### src/rtl/clock_set_ctrl.sv
// Time-set controller for a seconds/minutes/hours clock. It captures the live
// time into shadow registers, edits one field at a time, then strobes a load.
module clock_set_ctrl #(
    parameter int SEC_MAX = 59,
    parameter int MIN_MAX = 59,
    parameter int HR_MAX  = 23
) (
    input  logic       clk,
    input  logic       reset,
    input  logic       mode_btn,
    input  logic       inc_btn,
    input  logic [6:0] cur_sec,
    input  logic [6:0] cur_min,
    input  logic [6:0] cur_hr,
    output logic       run_en,
    output logic [1:0] sel,
    output logic [6:0] load_sec,
    output logic [6:0] load_min,
    output logic [6:0] load_hr,
    output logic       loaden_sec,
    output logic       loaden_min,
    output logic       loaden_hr
);

    typedef enum logic [2:0] {RUN, SET_HR, SET_MIN, SET_SEC, COMMIT} state_t;

    state_t     state, state_nx;
    logic [6:0] sec_nx, min_nx, hr_nx;
    logic [1:0] sel_nx;

    // Values at or above the terminal (e.g. a bogus captured 70) wrap to 0.
    function automatic logic [6:0] wrap_inc(input logic [6:0] v, input logic [6:0] mx);
        return (v >= mx) ? 7'd0 : v + 7'd1;
    endfunction

    always_comb begin
        state_nx = state;
        sec_nx   = load_sec;
        min_nx   = load_min;
        hr_nx    = load_hr;
        case (state)
            RUN: if (mode_btn) begin
                state_nx = SET_HR;
                sec_nx   = cur_sec;
                min_nx   = cur_min;
                hr_nx    = cur_hr;
            end
            SET_HR: begin
                if (mode_btn)     state_nx = SET_MIN;
                else if (inc_btn) hr_nx    = wrap_inc(load_hr, 7'(HR_MAX));
            end
            SET_MIN: begin
                if (mode_btn)     state_nx = SET_SEC;
                else if (inc_btn) min_nx   = wrap_inc(load_min, 7'(MIN_MAX));
            end
            SET_SEC: begin
                if (mode_btn)     state_nx = COMMIT;
                else if (inc_btn) sec_nx   = wrap_inc(load_sec, 7'(SEC_MAX));
            end
            default: state_nx = RUN;
        endcase
    end

    always_comb begin
        sel_nx = 2'd0;
        case (state_nx)
            SET_HR:  sel_nx = 2'd1;
            SET_MIN: sel_nx = 2'd2;
            SET_SEC: sel_nx = 2'd3;
            default: sel_nx = 2'd0;
        endcase
    end

    // Outputs are decoded from the next state so they line up with the state register.
    always_ff @(posedge clk or posedge reset) begin
        if (reset) begin
            state      <= RUN;
            run_en     <= 1'b1;
            sel        <= 2'd0;
            loaden_sec <= 1'b0;
            loaden_min <= 1'b0;
            loaden_hr  <= 1'b0;
            load_sec   <= 7'd0;
            load_min   <= 7'd0;
            load_hr    <= 7'd0;
        end else begin
            state      <= state_nx;
            run_en     <= (state_nx == RUN);
            sel        <= sel_nx;
            loaden_sec <= (state_nx == COMMIT);
            loaden_min <= (state_nx == COMMIT);
            loaden_hr  <= (state_nx == COMMIT);
            load_sec   <= sec_nx;
            load_min   <= min_nx;
            load_hr    <= hr_nx;
        end
    end

endmodule

### config.mk
export PLATFORM = sky130hd
export DESIGN_NAME = clock_set_ctrl
export DESIGN_NICKNAME = d
export VERILOG_FILES = /design/src/rtl/clock_set_ctrl.sv
export SDC_FILE = /design/constraint.sdc
export NUM_CORES = 1
export LEC_CHECK = 0
export CAP_MARGIN = 20
export CORE_MARGIN = 5
export CORE_UTILIZATION = 46
export DETAILED_ROUTE_END_ITERATION = 16
export PLACE_DENSITY = 0.89
export SLEW_MARGIN = 15
export SYNTH_ARGS = -nofsm -noshare
export SYNTH_HDL_FRONTEND = slang
export SYNTH_SLANG_ARGS = --single-unit
### constraint.sdc
create_clock -name clk -period 2.6 [get_ports clk]
set_input_delay 0.52 -clock clk [delete_from_list [all_inputs] [get_ports clk]]
set_output_delay 0.52 -clock clk [all_outputs]
set_load 0.02 [all_outputs]
-- After elaboration in Yosys (flattened, before gate mapping)
Index checks and enable logic that the tools add are counted.
- input port bits: 25
- bits in registers: 28
- output and inout port bits: 27
- $lt $le $gt $ge: 3
- equal/unequal tests: 14
- muxes and demuxes: 21
- reduce and logical (&&, ||, !) cells: 8
- add/sub/neg operators: 3
- operators with widths (cell ; count):
    2-to-1 mux 7 bit ; 12
    case mux 7 bit (2 select lines) ; 3
    adder 7 x 1 -> 7 bit (second input constant) ; 3
    greater-or-equal comparator 7 x 6 -> 1 bit (second input constant) ; 2
    != test 2 bit (second input constant) ; 7
    == test 3 x 2 -> 1 bit (second input constant) ; 4
    2-to-1 mux 3 bit ; 4
    case mux 3 bit (4 select lines) ; 1
    AND reduction 4 bit ; 3
    greater-or-equal comparator 7 x 5 -> 1 bit (second input constant) ; 1
    == test 3 x 1 -> 1 bit (second input constant) ; 2
    logical NOT 3 bit ; 2
    case mux 2 bit (3 select lines) ; 1
    nonzero test 2 bit ; 3
    == test 3 bit (second input constant) ; 1

-- Logic depth before layout (Yosys ltp)
- word-level depth: 5
- mapped depth: 6
- gate-level depth less buffers: 5

-- Least setup slack after synthesis
Ideal clock, no wire load.
- path type: register to register
- start point: reg load_sec[0]
- end point: reg load_sec[3]
- stages on the path, launching flop included: 7
- setup slack: 695 ps
- clock period less this slack: 1905 ps
- buffers on the path: 1
- setup time: 66 ps
- data required time: 2534 ps
- data arrival time: 1839 ps
- path through: dfrtp_1 > ha_1 > a211o_1 > a311o_1 > clkbuf_1 > o31ai_1 > a22o_1
- word-level cells in the longest chain between the ends: 5
- elaborated cells on any way between the ends: 6
- classes of those cells: add/sub (1); order compare (1); mux (4)
- RTL lines (what ; RTL line ; text):
    start, declared ; 17 ; output logic [6:0] load_sec,
    start signal, assigned ; 93 ; load_sec <= sec_nx;
    adder 7 x 1 -> 7 bit / greater-or-equal comparator 7 x 6 -> 1 bit (equally long branches) ; 33 ; return (v >= mx) ? 7'd0 : v + 7'd1;
    2-to-1 mux 7 bit (*) ; 33 ;
    2-to-1 mux 7 bit (*) ; 58 ; else if (inc_btn) sec_nx = wrap_inc(load_sec, 7'(SEC_MAX));
    2-to-1 mux 7 bit (*) ; 57 ; if (mode_btn) state_nx = COMMIT;
    case mux 7 bit (2 select lines) (*) ; 41 ; case (state)
Mark *: on every way between the ends. The rest lies on a longest branch, timed or not. The select of a mux whose other input is x is not followed.
A chain may end at the register's enable or synchronous reset.

-- Final worst setup path
- start point: reg state[2]
- end point: reg load_min[3]
- word-level cells in the longest chain between the ends: 3
- elaborated cells on any way between the ends: 8
- classes of those cells: eq/ne (4); mux (1); reduce/logical (3)
- RTL lines (what ; RTL line ; text):
    start, declared ; 27 ; state_t state, state_nx;
    start signal, assigned ; 87 ; state <= state_nx;
    == test 3 x 2 -> 1 bit / logical NOT 3 bit (equally long branches) ; 41 ;
    != test 2 bit (no line) / nonzero test 2 bit (equally long branches) ; -- ;
    AND reduction 4 bit (no line) ; -- ;
    end signal, assigned ; 94 ; load_min <= min_nx;
    end, declared ; 18 ; output logic [6:0] load_min,
Several ways; a longest one is shown, not always the timed one.

==> flow_summary.json <==
{
  "cp_num_cells": 4,
  "crit_path_max_incr_delay_ns": 0.56,
  "numCtsBuffers": 3,
  "synthCells": 170,
  "period_minus_slack_ns": 2.085,
  "setup_tns_ns": 0,
  "arrival_ns": 2.36,
  "drv_cap": 0,
  "yosys_warnings": 0,
  "fmax_mhz": 479.7,
  "avgSynthCellArea_sq_um": 9.516,
  "cts_resized": 0,
  "synth_top_area_frac": 0.4176,
  "grt_pass1_vias": 1408,
  "cts_root_buffer": "clkbuf_4",
  "clock-sinks": 28,
  "grt_start_max_net_pins": 29,
  "cp_max_fo": 14,
  "drtAntennaViolNets": 0,
  "synth_top_area_cell": "dfrtp_1",
  "relSlewSlack": 0.7168,
  "status": "completed",
  "synth_nets": 198,
  "area_growth_pct": 36.12,
  "place_inst": 260,
  "postCtsSetupBuffers": 0,
  "clk_pin_slew_ns": 0.15,
  "drv_slew": 0,
  "core_sq_um": 3363,
  "place_hpwl_um": 2745,
  "yosysMostFrequentCell": "dfrtp_1",
  "synth-seq-cells": 28,
  "fin_cells": 264,
  "fin_util": 0.6548,
  "clock_path_buffers": 2,
  "cpMaxStageDelayCell": "dfrtp_1",
  "synth_area_leaders": "dfrtp_1, a22o_1, o21ai_1",
  "path_class": "reg2reg",
  "drt_wl_total_um": 3695,
  "detail_route.iter0.violations": 61,
  "final-seq-area_sq_um": 701.9,
  "num_rows": 21,
  "pin_count": 52,
  "rr_worst_depth": 4,
  "postCtsHoldBufs": 0,
  "hold_path.class": "in2async",
  "final_net_count": 247,
  "initial_core_util": 0.4810,
  "grt_use_total": 0.1541,
  "finalCritPeriodShare": 0.8018,
  "dr.pass1.iters": 4,
  "rsz0062_at_grt": "false",
  "p_per_area_nw_per_um2": 1174,
  "start_kind": "register",
  "synth_edf_count": 0,
  "ys.flop_type": "dfrtp_1",
  "synth_commonest_cells": "dfrtp_1, nand2_1, o21ai_1",
  "finalHoldViolCount": 0,
  "async_flop_share": 1.000,
  "wl_per_cell_um": 14.00,
  "netlist_area_sq_um": 1618,
  "die_w_um": 69.31,
  "worstPathRequired_ns": 2.88,
  "die_area_sq_um": 4803,
  "synth.distinct_cells": 42,
  "htreeDepth": 1,
  "drive_gt1_frac": 0.06881,
  "grt_pass1_wl_um": 6382,
  "end_kind": "register",
  "drc": 0,
  "critical-path-top-delay-family": "compound AO/OA/AOI/OAI gates",
  "die_h_um": 69.31,
  "yosysSeqAreaShare": 0.4339,
  "nFillCells": 303,
  "clock_latency_ns": 0.32,
  "antenna_found_initial": 0,
  "clock_skew_ns": 0.004836,
  "path_buf_inv": 0,
  "num_vias": 1420,
  "vdd_drop_max_uv": 524.8,
  "leakagePower_nw": 0.9315,
  "crit_chain": "or3b_1, a311o_1, o31ai_2, a22o_1",
  "viasPerCell": 5.379,
  "multiInputGateArea_sq_um": 819.5,
  "diodes": 0,
  "setup_viol": 0,
  "max_slew.worst_pin.slew_ns": 0.4240,
  "numPortBuffers": 51,
  "grt_overflow": 0,
  "tritoncts": "built",
  "place.gp.congestion": 0.8312
}
==> kinds of logic after synthesis <==
family          share of synthesized area
compound gates                     0.2436
xor+xnor                         0.005415
fa+ha+maj                         0.02320
buf+inv                           0.05954
flops                              0.4339
mux                               0.01933
simple gates                       0.2150
==> final timing paths <==
path	slack [ns]	endpoint	start
worst max-delay path	0.52	load_min[3]	state[2]
worst min-delay path	0.53	load_sec[6]	reset
worst max register to register	0.52	load_min[3]	state[2]
worst min register to register	0.53	load_min[6]	load_min[6]
max in group asynchronous	1.76	run_en	reset
min in group clk	0.53	load_min[6]	load_min[6]
==> power by group <==
part	internal, mW	total [mW]	switching, mW
Sequential	0.635	0.903	0.268
Combinational	0.737	1.47	0.734
Clock	0.0856	0.212	0.126
==> layout by cell type, fill, tap and decap left out, types with 2 or more instances in the layout <==
cell type        netlist  layout
a211o_1                3       3
a211oi_2               2       2
a21oi_1                9       9
a22o_1                 8       8
a2bb2oi_1              4       4
a311o_1                2       2
a31oi_1                2       2
a32oi_1                2       2
and2_0                 2       2
and2_1                 2       2
and3_1                 6       6
buf_4                  2       3
clkbuf_4               0       3
clkdlybuf4s50_1        0      51
dfrtp_1               27      27
ha_1                   3       3
inv_1                  9       9
mux2i_1                2       2
nand2_1               15      15
nand2b_1               6       6
nand3_1                8       8
nand3b_1               3       3
nand4b_1               3       3
nor2_1                 6       6
nor3b_1                2       2
o21ai_1               13      13
o311ai_1               2       2
o31ai_1                2       2
o31ai_2                2       2
or3b_1                 3       3
==> worst reg2reg max path, delay by kind of cell, from the launching register on <==
| kind | cells | cell delay (ns) |
|---|---|---|
| AO/OA/AOI/OAI | 3 | 0.93 |
| flip-flops | 1 | 0.56 |
| AND/OR/NAND/NOR | 1 | 0.56 |
==> per-layer routing <==
metal	vias up	part of all wire	track usage
met4	0	0.0024	0.01302
met2	29	0.50	0.2797
met5	-	0	0
met1	671	0.45	0.1944
met3	2	0.047	0.03188
li1	718	-	-
==> layout make-up <==
cell class	instances	share of cell area
clock buffers	4	0.01648
inverters	9	0.01534
multi-input cells	122	0.3722
flip-flops and latches	28	0.3188
well taps	46	0.02614
repair buffers	55	0.2511
==> flip-flops by register name, indices dropped and copies added, names as in the netlist <==
register   cells
loaden_hr      1
state          3
load_hr        7
run_en         1
load_min       7
load_sec       7
sel            2
==> per-stage QoR <==
step / worst slack (ns) / hold slack (ns) / power [mW] / cell area, sq um
CTS: 0.4863 / 0.5336 / 2.608 / 2202
global placement: 0.3269 / 0.4999 / 2.350 / 2166
global route: 0.3127 / 0.5501 / 2.793 / 2202
floorplan: 0.6954 / 0.5847 / 1.806 / 1618
finish: 0.5152 / 0.5317 / 2.585 / 2202
detailed placement: 0.2754 / 0.5022 / 2.390 / 2166
(Power assumes the default switching activity.)
